File: src/rtl/wb_arb.sv
// Write-back stage: round-robin arbitration of NUM_CH producer results onto the
// register-file write port and retire interface. Define WB_INSTRET_EN for the 64-bit instret_o counter.
module wb_arb #(
  parameter int NUM_CH  = 3,
  parameter int XLEN    = 32,
  parameter int RADDR_W = 5,
  parameter int INST_W  = 32
) (
  input  logic                        clk,
  input  logic                        rst,
  input  logic [NUM_CH-1:0]           ch_valid_i,
  output logic [NUM_CH-1:0]           ch_ready_o,
  input  logic [NUM_CH*INST_W-1:0]    ch_inst_i,
  input  logic [NUM_CH*INST_W-1:0]    ch_instaddr_i,
  input  logic [NUM_CH-1:0]           ch_wen_i,
  input  logic [NUM_CH*RADDR_W-1:0]   ch_rd_addr_i,
  input  logic [NUM_CH*XLEN-1:0]      ch_rd_data_i,
  output logic                        regs_wen_o,
  output logic [RADDR_W-1:0]          rd_addr_o,
  output logic [XLEN-1:0]             rd_data_o,
  output logic                        retire_o,
  output logic [INST_W-1:0]           retire_inst_o,
  output logic [INST_W-1:0]           retire_instaddr_o
`ifdef WB_INSTRET_EN
  ,
  output logic [63:0]                 instret_o
`endif
);

  localparam int PTR_W = (NUM_CH > 1) ? $clog2(NUM_CH) : 1;

  logic [PTR_W-1:0]   ptr_q, ptr_d;
  logic [PTR_W-1:0]   gnt_idx;
  logic               gnt_any;
  logic [NUM_CH-1:0]  gnt_vec;

  logic               sel_wen;
  logic [RADDR_W-1:0] sel_rd;
  logic [XLEN-1:0]    sel_data;
  logic [INST_W-1:0]  sel_inst;
  logic [INST_W-1:0]  sel_iaddr;

  logic               wen_q, wen_d;
  logic               retire_q, retire_d;
  logic [RADDR_W-1:0] rd_addr_q, rd_addr_d;
  logic [XLEN-1:0]    rd_data_q, rd_data_d;
  logic [INST_W-1:0]  inst_q, inst_d;
  logic [INST_W-1:0]  iaddr_q, iaddr_d;

`ifdef WB_INSTRET_EN
  logic [63:0]        instret_q, instret_d;
`endif

  // Round-robin search: first valid channel at or above ptr, then wrap to those below it.
  always_comb begin
    gnt_any = 1'b0;
    gnt_idx = '0;
    for (int c = 0; c < NUM_CH; c++) begin
      if (!gnt_any && ch_valid_i[c] && (c >= int'(ptr_q))) begin
        gnt_any = 1'b1;
        gnt_idx = PTR_W'(c);
      end
    end
    for (int c = 0; c < NUM_CH; c++) begin
      if (!gnt_any && ch_valid_i[c] && (c < int'(ptr_q))) begin
        gnt_any = 1'b1;
        gnt_idx = PTR_W'(c);
      end
    end
    if (rst) begin
      gnt_any = 1'b0;
    end
  end

  // Handshake: a result moves when ch_valid_i[c] & ch_ready_o[c]; producers hold
  // valid and payload stable until ready, and ready never depends on anything but valid/ptr/rst.
  always_comb begin
    gnt_vec = '0;
    for (int c = 0; c < NUM_CH; c++) begin
      gnt_vec[c] = gnt_any && (gnt_idx == PTR_W'(c));
    end
  end

  assign ch_ready_o = gnt_vec;

  always_comb begin
    sel_wen   = 1'b0;
    sel_rd    = '0;
    sel_data  = '0;
    sel_inst  = '0;
    sel_iaddr = '0;
    for (int c = 0; c < NUM_CH; c++) begin
      if (gnt_vec[c]) begin
        sel_wen   = ch_wen_i[c];
        sel_rd    = ch_rd_addr_i[c*RADDR_W +: RADDR_W];
        sel_data  = ch_rd_data_i[c*XLEN +: XLEN];
        sel_inst  = ch_inst_i[c*INST_W +: INST_W];
        sel_iaddr = ch_instaddr_i[c*INST_W +: INST_W];
      end
    end
  end

  always_comb begin
    ptr_d     = ptr_q;
    wen_d     = 1'b0;
    retire_d  = 1'b0;
    rd_addr_d = rd_addr_q;
    rd_data_d = rd_data_q;
    inst_d    = inst_q;
    iaddr_d   = iaddr_q;
`ifdef WB_INSTRET_EN
    instret_d = instret_q;
`endif
    if (gnt_any) begin
      ptr_d     = (gnt_idx == PTR_W'(NUM_CH - 1)) ? '0 : gnt_idx + PTR_W'(1);
      // x0 still retires; only the register write is dropped.
      wen_d     = sel_wen & (sel_rd != '0);
      retire_d  = 1'b1;
      rd_addr_d = sel_rd;
      rd_data_d = sel_data;
      inst_d    = sel_inst;
      iaddr_d   = sel_iaddr;
`ifdef WB_INSTRET_EN
      instret_d = instret_q + 64'd1;
`endif
    end
  end

  always_ff @(posedge clk) begin
    if (rst) begin
      ptr_q     <= '0;
      wen_q     <= 1'b0;
      retire_q  <= 1'b0;
      rd_addr_q <= '0;
      rd_data_q <= '0;
      inst_q    <= '0;
      iaddr_q   <= '0;
`ifdef WB_INSTRET_EN
      instret_q <= '0;
`endif
    end else begin
      ptr_q     <= ptr_d;
      wen_q     <= wen_d;
      retire_q  <= retire_d;
      rd_addr_q <= rd_addr_d;
      rd_data_q <= rd_data_d;
      inst_q    <= inst_d;
      iaddr_q   <= iaddr_d;
`ifdef WB_INSTRET_EN
      instret_q <= instret_d;
`endif
    end
  end

  assign regs_wen_o        = wen_q;
  assign retire_o          = retire_q;
  assign rd_addr_o         = rd_addr_q;
  assign rd_data_o         = rd_data_q;
  assign retire_inst_o     = inst_q;
  assign retire_instaddr_o = iaddr_q;
`ifdef WB_INSTRET_EN
  assign instret_o         = instret_q;
`endif

endmodule

File: config.mk
export PLATFORM = sky130hd
export DESIGN_NAME = wb_arb
export DESIGN_NICKNAME = d
export VERILOG_FILES = /design/src/rtl/wb_arb.sv
export SDC_FILE = /design/constraint.sdc
export NUM_CORES = 1
export LEC_CHECK = 0
export BUFFER_PORTS_ARGS = -buffer_cell sky130_fd_sc_hd__buf_2
export CAP_MARGIN = 10
export CORE_AREA = 2 2 161 163
export DETAILED_ROUTE_END_ITERATION = 12
export DIE_AREA = 0 0 163 165
export GPL_ROUTABILITY_DRIVEN = 1
export HOLD_SLACK_MARGIN = 0.06
export PLACE_DENSITY = 0.54
export SYNTH_ARGS = -nofsm -noshare
export SYNTH_HDL_FRONTEND = slang
export SYNTH_SLANG_ARGS = --single-unit
File: constraint.sdc
create_clock -name clk -period 1.75 [get_ports clk]
set_input_delay 0.0875 -clock clk [delete_from_list [all_inputs] [get_ports clk]]
set_output_delay 0.0875 -clock clk [all_outputs]
set_load 0.02 [all_outputs]
==> results.md, run 1 <==
* Outcome: aborted with a tool error
* Failed at: clock tree synthesis
* Halt Reason: [ERROR RSZ-0060] Max buffer count reached.
* Syn. warnings at 0
* Post-DP Area at 6960 um^2
* # H-tree levels at 3
* Post-CTS setup buffer count at 10
* Fraction of synthesized area in multiplexers at 0.445%
* Die Ht at 165 um
* Synth Area in Adders at 0%
* Syn nets at 804
* Simple-gate share of the synthesized area at 10.1%
* Synth Area in XOR/XNOR at 0%
* GP Congestion at 0.816
* CTS max path bufs at 2
* # hold bufs at CTS at 246
* PortBufs at 416
* Syn avg cell area at around 9 um^2
* Post-synth cell types at 26
* Cells after synthesis at 493
* Seq/Total Area, Yosys at 46.7%
* TritonCTS buffer count at 9
* Sink Count at 105
* Die Wd at around 160 um
* CTS Root Cell: clkbuf_16
* Post-CTS Resized at 18
* Starting Density at between 10% and 20%
* I/O pin count at 417
* Row cnt at 58
* DP HPWL at 15.3 mm
* Area fraction in compound gates after synthesis at a little over a third
* Largest family of logic cells by synthesized area: compound AO/OA/AOI/OAI gates
* Mapped Area at 4500 um^2
* Seq cells post-synth at 105
## synth_stat cells
cell | instances | area [um^2]
a22o_1 | 2 | 17.5
mux2i_1 | 2 | 20.0
inv_1 | 4 | 15.0
a2bb2oi_1 | 1 | 8.76
clkbuf_1 | 24 | 90.1
buf_2 | 22 | 110
and2_1 | 1 | 6.26
a41oi_1 | 1 | 8.76
o21ai_1 | 1 | 5.00
nand2_1 | 101 | 379
nand3b_1 | 1 | 7.51
nor3_2 | 2 | 20.0
a222oi_1 | 98 | 981
a21oi_1 | 102 | 510
o211ai_1 | 1 | 7.51
dfxtp_1 | 105 | 2100
a221oi_1 | 1 | 8.76
a21oi_2 | 1 | 8.76
o211a_1 | 1 | 10.0
nor2b_1 | 2 | 12.5
o21ai_0 | 2 | 10.0
a221o_1 | 1 | 10.0
a22oi_1 | 1 | 7.51
nor2_1 | 4 | 15.0
nand2b_1 | 2 | 12.5
buf_6 | 10 | 113
## metrics by stage
step | std cells | utilization [%] | setup WS (ns) | hold WS (ns)
3_5_place_dp | 1202 | 27.8 | -0.0947 | 0.338
3_3_place_gp | 1202 | 27.8 | -0.0213 | 0.332
2_1_floorplan | 493 | - | 0.162 | 0.228
## cell families after synthesis
| logic type | count (synthesis) |
|---|---|
| flip-flops | 105 |
| multiplexers | 2 |
| buffers and inverters | 60 |
| AO/OA/AOI/OAI | 213 |
| AND/OR/NAND/NOR | 113 |
==> run 2: changes to the inputs <==
--- a/config.mk
+++ b/config.mk
@@ -7,12 +7,11 @@
 export LEC_CHECK = 0
 export BUFFER_PORTS_ARGS = -buffer_cell sky130_fd_sc_hd__buf_2
 export CAP_MARGIN = 10
-export CORE_AREA = 2 2 161 163
+export CORE_AREA = 2 2 164 166
 export DETAILED_ROUTE_END_ITERATION = 12
-export DIE_AREA = 0 0 163 165
+export DIE_AREA = 0 0 166 168
 export GPL_ROUTABILITY_DRIVEN = 1
-export HOLD_SLACK_MARGIN = 0.06
-export PLACE_DENSITY = 0.54
+export PLACE_DENSITY_LB_ADDON = 0.15
 export SYNTH_ARGS = -nofsm -noshare
 export SYNTH_HDL_FRONTEND = slang
 export SYNTH_SLANG_ARGS = --single-unit
==> run 2 against run 1 <==
Net effect:
- the flow now finishes, with violations (setup timing)
- area after synthesis unchanged
- synthesized cell count unchanged
==> results.md, run 2 <==
* Seq cells post-synth at 105 (unchanged)
* Top-count cell post-synth: dfxtp_1 (unchanged)
* Asr flop ratio synth at 0% (unchanged)
* Fraction of synthesized area in multiplexers at 0.445% (unchanged)
* CP required at 1.95 ns
* Worst hold stages at 3
* Mapped Area at 4500 um^2 (unchanged)
* Syn nets at 804 (unchanged)
* Worst-path fanout max at 10
* CP Launch Type: flop
* Die Wd at 166 um (was 163 um)
* Post-DP Area at 7050 um^2 (was 6960 um^2)
* Worst reg2reg startpoint: ptr_q[0]$_SDFFE_PP0P_
* GP Congestion at 0.756 (was 0.816)
* Cells after synthesis at 493 (unchanged)
* Commonest non-fill, non-tap cell in the layout: buf_2
* Sink Count at 105 (unchanged)
* Clock-pin slew on the worst setup and hold paths at 0.07 ns
* Leakage at 3.97 nW
* Post-synth cell types at 26 (unchanged)
* Post-synth EDFFs at 0 (unchanged)
* Final worst slack at -0.0190 ns
* Failing checks: setup timing
* Total core area at between 20000 and 30000 um^2
* TritonCTS buffer count at 9 (unchanged)
* Fin. max-slew vios at 0
* Final WL at 24.3 mm
* Syn avg cell area at 9.12 um^2 (unchanged)
* Pwr per Cell Area at 701 nW/um^2
* R2R cell count at 7
* Final Skew at between 0.01 and 0.015 ns
* Mean number of vias per cell at 4.69
* Reg2reg end: rd_data_o[26]$_SDFFE_PP0P_
* RSZ-0062 raised after global routing: true
* Outcome: finished, violations left (was aborted with a tool error)
* Critical Path AT at 1.97 ns
* Simple-gate share of the synthesized area at 10.1% (unchanged)
* Final net count at 1316
* Area fraction in compound gates after synthesis at 35.4% (unchanged)
* Layout area overhead at 93.9%
* Largest net degree at the start of global routing at 72
* Syn. warnings at 0 (unchanged)
* Total Routing Usage GR at 15.8%
* Fin cells at 1350
* Synth top area share at 46.7% (unchanged)
* Worst VDD drop at about 0.4 mV
* Die ar. at 27900 um^2
* Starting Density at 17.1% (was 18.0%)
* Synth Area in Adders at 0% (unchanged)
* # H-tree levels at 3 (unchanged)
* Final setup vio count at 6
* DRT iter0 DRCs at 639
* CTS tree: built
* CTS Root Cell: clkbuf_16 (unchanged)
* Synth area leaders: dfxtp_1, a222oi_1, a21oi_1 (unchanged)
* Max Clock Freq at 565 MHz
* Share of cells above drive strength 1 at 49.1%
* Worst slew pin tran at 0.882 ns
* Hold WS at 0.0179 ns
* Setup Crit Path Kind: reg2reg
* Drt first pass iters at 10
* Hold path startpoint: ch_rd_data_i[7]
* DRC viols at 0
* Hold crit path type: in2reg
* Largest family of logic cells by synthesized area: compound AO/OA/AOI/OAI gates (unchanged)
* CP endpoint kind: flop
* Post-route total power at around 6.1 mW
* Drt wl/cell at 18.0 um
* Dpl ws at -0.0316 ns (was -0.0947 ns)
* DP HPWL at 15.7 mm (was 15.3 mm)
* Synth Area in XOR/XNOR at 0% (unchanged)
* I/O pin count at 417 (unchanged)
* Grt ovf at 0
* Setup TNS at -0.0756 ns
* Most instantiated cells after synthesis: dfxtp_1, a21oi_1, nand2_1 (unchanged)
* CTS max path bufs at 2 (unchanged)
* Finished Core Util at 33.1%
* Worst Hold End: rd_data_o[7]$_SDFFE_PP0P_
* First-pass GRT wire length at 34.8 mm
* Placed cells at 1222 (was 1202)
* MaxCap Viol Count at 0
* Rel. slew slack at 41.2%
* Flop-to-flop setup slack at -0.02 ns
* Final Hold Fails at 0
* Final period util at 101%
* Row cnt at 60 (was 58)
* Vias in the first global route at 6133
* Initial antenna violation count at 4
* Yosys top cell by area: dfxtp_1 (unchanged)
* Via count at approximately 6300
* Final Cell Area at between 8000 and 9000 um^2
* PortBufs at 416 (unchanged)
* Seq/Total Area, Yosys at 46.7% (unchanged)
* Tmin final at between 1.5 and 2 ns
* Final ANT Viol Nets at 0
* Commonest non-fill, non-tap cells in the layout: buf_2, dfxtp_1, nand2_1, a21oi_1, a222oi_1
* Clock latency on the worst-skew pair at 0.36 ns
* Main synth FF type: dfxtp_1 (unchanged)
* Die Ht at 168 um (was 165 um)
## run 2: layout make-up
class / count / area, um^2
clock inverters: 4 / 31.3
diodes: 1 / 2.50
inverters: 4 / 15.0
well taps: 341 / 427
repair buffers: 556 / 3730
multi-input cells: 329 / 2180
clock buffers: 10 / 229
flip-flops and latches: 105 / 2110
fillers: 2794 / 17600
## run 2: worst max path at each step
stage	slack [ns]	start	to	cells past startpoint
6_report	-0.02	ptr_q[0]$_SDFFE_PP0P_	rd_data_o[26]$_SDFFE_PP0P_	7
2_1_floorplan	0.16	ptr_q[1]$_SDFFE_PP0P_	rd_data_o[29]$_SDFFE_PP0P_	7
4_1_cts	-0.07	ptr_q[1]$_SDFFE_PP0P_	regs_wen_o$_SDFF_PP0_	9
3_5_place_dp	-0.03	ptr_q[0]$_SDFFE_PP0P_	regs_wen_o$_SDFF_PP0_	7
5_1_grt	-0.1	ptr_q[1]$_SDFFE_PP0P_	regs_wen_o$_SDFF_PP0_	7
3_3_place_gp	-0.003	ptr_q[0]$_SDFFE_PP0P_	regs_wen_o$_SDFF_PP0_	7
## run 2: power breakdown
group          total (mW)  internal [mW]  switching [mW]
sequential           2.61           2.53          0.0757
combinational        1.55          0.796           0.750
clock                1.97          0.960            1.01
total                6.12           4.29            1.83
## run 2: logic make-up (layout without fill, tap and decap cells)
| logic type | count (synthesis) | after routing |
|---|---|---|
| buffers and inverters | 60 | 574 |
| AOI/OAI and AO/OA | 213 | 214 |
| muxes | 2 | 2 |
| and+or+nand+nor | 113 | 113 |
| DFF | 105 | 105 |
| other | 0 | 1 |
## run 2: worst max-delay path, stage by stage, from the launching register on
cell      delay, ns
dfxtp_4        0.36
buf_6          0.13
o211ai_1       0.24
a21oi_4        0.13
buf_6          0.17
buf_12         0.14
a222oi_1       0.33
a21oi_1        0.11
## run 2: timing repair
item,in CTS,in global routing
endpoints found under the hold margin,92,0
cloned,5,7
gates resized for setup,11,36
pin swaps,6,63
buffers inserted,6,6
setup endpoints to repair,4,88
hold buffers,92,0
## run 2: routing by layer
layer	vias up	routed length, um	GRT usage, %
li1	2986	-	-
met1	2975	9140	17.8
met2	354	12700	29.1
met3	17	2200	4.68
met4	2	334	4.20
met5	-	13	0
No activity file was read; power rests on OpenSTA's default activity.
==> run 3: changes to the inputs <==
--- a/config.mk
+++ b/config.mk
@@ -11,7 +11,9 @@
 export DETAILED_ROUTE_END_ITERATION = 12
 export DIE_AREA = 0 0 166 168
 export GPL_ROUTABILITY_DRIVEN = 1
+export GPL_TIMING_DRIVEN = 0
 export PLACE_DENSITY_LB_ADDON = 0.15
+export SETUP_SLACK_MARGIN = 0.3
 export SYNTH_ARGS = -nofsm -noshare
 export SYNTH_HDL_FRONTEND = slang
 export SYNTH_SLANG_ARGS = --single-unit
==> run 3 against run 2 <==
Net effect:
- the flow still finishes with violations (setup timing)
- worst setup slack got worse by 0.076 ns
- clock power is 16% higher
- flip-flop and latch count unchanged
- final cell count grew 3.1%
- combinational power up 5%
- via count rose by 0.60%
- register-to-register slack worse by 0.08 ns
- critical path type unchanged
- critical endpoint is now regs_wen_o$_SDFF_PP0_
==> results.md, run 3 (same netlist as run 2, synthesis figures left out) <==
* Outcome: finished, violations left (unchanged)
* Failing checks: setup timing (unchanged)
* Drt first pass iters at 7 (was 10)
* Worst slew pin tran at 0.938 ns (was 0.882 ns)
* Die ar. at 27900 um^2 (unchanged)
* Setup TNS at -0.773 ns (was -0.0756 ns)
* Final setup vio count at 34 (was 6)
* Mean number of vias per cell at 4.58 (was 4.69)
* CTS Root Cell: clkbuf_16 (unchanged)
* Tmin final at 1.84 ns (was 1.77 ns)
* Final net count at 1359 (was 1316)
* Rel. slew slack at 37.4% (was 41.2%)
* CP Launch Type: flop (unchanged)
* Total core area at 26400 um^2 (unchanged)
* Clock latency on the worst-skew pair at 0.35 ns (was 0.36 ns)
* First-pass GRT wire length at 37.2 mm (was 34.8 mm)
* Final Hold Fails at 0 (unchanged)
* Final ANT Viol Nets at 0 (unchanged)
* Total Routing Usage GR at 17.2% (was 15.8%)
* TritonCTS buffer count at 9 (unchanged)
* CP required at 1.96 ns (was 1.95 ns)
* CP endpoint kind: flop (unchanged)
* Layout area overhead at 104% (was 93.9%)
* Leakage at 4.20 nW (was 3.97 nW)
* DRC viols at 0 (unchanged)
* Sink Count at 105 (unchanged)
* Final period util at 105% (was 101%)
* ANT cells at 0 (was 1)
* # H-tree levels at 3 (unchanged)
* GP Congestion at 0.752 (was 0.756)
* Largest net degree at the start of global routing at 17 (was 72)
* I/O pin count at 417 (unchanged)
* MaxCap Viol Count at 0 (unchanged)
* Final Skew at 0.00806 ns (was 0.0131 ns)
* Vias in the first global route at 6360 (was 6133)
* Commonest non-fill, non-tap cells in the layout: buf_2, dfxtp_1, nand2_1, a21oi_1, a222oi_1 (unchanged)
* Placed cells at 1249 (was 1222)
* Grt ovf at 0 (unchanged)
* Die Ht at 168 um (unchanged)
* DRT iter0 DRCs at 547 (was 639)
* Max Clock Freq at 542 MHz (was 565 MHz)
* Via count at 6372 (was 6334)
* Share of cells above drive strength 1 at 49.4% (was 49.1%)
* Critical Path AT at 2.05 ns (was 1.97 ns)
* Final worst slack at -0.0949 ns (was -0.0190 ns)
* Worst hold stages at 3 (unchanged)
* Worst VDD drop at 0.468 mV (was 0.406 mV)
* DP HPWL at 18.2 mm (was 15.7 mm)
* Pwr per Cell Area at 709 nW/um^2 (was 701 nW/um^2)
* Dpl ws at -0.541 ns (was -0.0316 ns)
* Drt wl/cell at 18.5 um (was 18.0 um)
* Die Wd at 166 um (unchanged)
* Final WL at 25.7 mm (was 24.3 mm)
* Hold crit path type: in2reg (unchanged)
* R2R cell count at 9 (was 7)
* CTS tree: built (unchanged)
* Worst-path fanout max at 5 (was 10)
* CTS max path bufs at 2 (unchanged)
* Row cnt at 60 (unchanged)
* Fin cells at 1392 (was 1350)
* Fin. max-slew vios at 0 (unchanged)
* RSZ-0062 raised after global routing: true (unchanged)
* Clock-pin slew on the worst setup and hold paths at 0.08 ns (was 0.07 ns)
* Setup Crit Path Kind: reg2reg (unchanged)
* Commonest non-fill, non-tap cell in the layout: buf_2 (unchanged)
* PortBufs at 415 (was 416)
* Initial antenna violation count at 0 (was 4)
* Starting Density at 17.1% (unchanged)
run 3: cell types whose count changed in the layout (fill, tap and decap cells not counted), moves of 2 or more:
| cell | before | now |
|---|---|---|
| bufinv_16 | 0 | 2 |
| buf_16 | 2 | 7 |
| clkbuf_1 | 1 | 21 |
| buf_6 | 13 | 19 |
| clkbuf_4 | 0 | 5 |
| clkinvlp_4 | 3 | 0 |
| clkbuf_16 | 12 | 16 |
| buf_4 | 17 | 14 |
| buf_12 | 14 | 7 |
| buf_8 | 2 | 14 |
| mux2i_4 | 0 | 2 |
| a21oi_2 | 0 | 2 |
run 3: layout make-up:
type	count	area, um^2
Clock buffer	10	239
Clock inverter	4	77.6
Timing Repair Buffer	544	3630
Fill cell	2836	17200
Inverter	4	15.0
Multi-Input combinational cell	328	2170
Buffer	56	520
Sequential cell	105	2110
Tap cell	341	427
run 3: worst max-delay path, stage by stage (launching register included):
cell and delay, ns:
dfxtp_4 0.36, nand2b_4 0.13, a21oi_2 0.05, o211a_4 0.26, buf_4 0.15, buf_6 0.13
buf_12 0.12, a222oi_1 0.22, buf_4 0.19, a41oi_1 0.09
run 3: final timing paths:
path,from,end,slack [ns]
max reg2reg,ptr_q[1]$_SDFFE_PP0P_,regs_wen_o$_SDFF_PP0_,-0.09
max,ptr_q[1]$_SDFFE_PP0P_,regs_wen_o$_SDFF_PP0_,-0.09
min,ch_rd_data_i[73],rd_data_o[9]$_SDFFE_PP0P_,0.03
min reg2reg,rd_addr_o[3]$_SDFFE_PP0P_,rd_addr_o[3]$_SDFFE_PP0P_,0.46
run 3: through the flow:
| step | total power, mW | util, % | hold slack [ns] | area, um^2 |
|---|---|---|---|---|
| after floorplan | 3.24 | - | 0.228 | 4500 |
| after global placement | 3.91 | 26.6 | 0.333 | 7000 |
| final | 6.51 | 34.8 | 0.0285 | 9180 |
| after CTS | 6.60 | 33.9 | 0.00692 | 8920 |
| after detailed placement | 3.90 | 26.6 | 0.336 | 7000 |
| after global routing | 6.84 | 34.8 | 0.0196 | 9180 |
run 3: layer usage:
metal	up-vias	GRT usage, %	share of wire [%]
li1	3081	-	-
met1	2986	20.7	41
met2	291	31.2	51
met3	14	3.93	7.0
met4	0	3.63	0.91
met5	-	0	0
run 3: what timing repair did:
| item | in CTS | in global routing |
|---|---|---|
| hold buffers | 92 | 0 |
| pin swaps | 40 | 30 |
| buffers inserted | 16 | 8 |
| setup endpoints to repair | 107 | 107 |
| resized for setup | 88 | 28 |
| gates cloned | 9 | 4 |
| hold endpoints to repair | 92 | 0 |
run 3: report_power, final:
part	internal (mW)	switching [mW]	leakage (nW)
logic	0.848	0.771	3.18
registers	2.53	0.0786	0.862
clock network	1.29	0.996	0.155
total	4.67	1.85	4.20
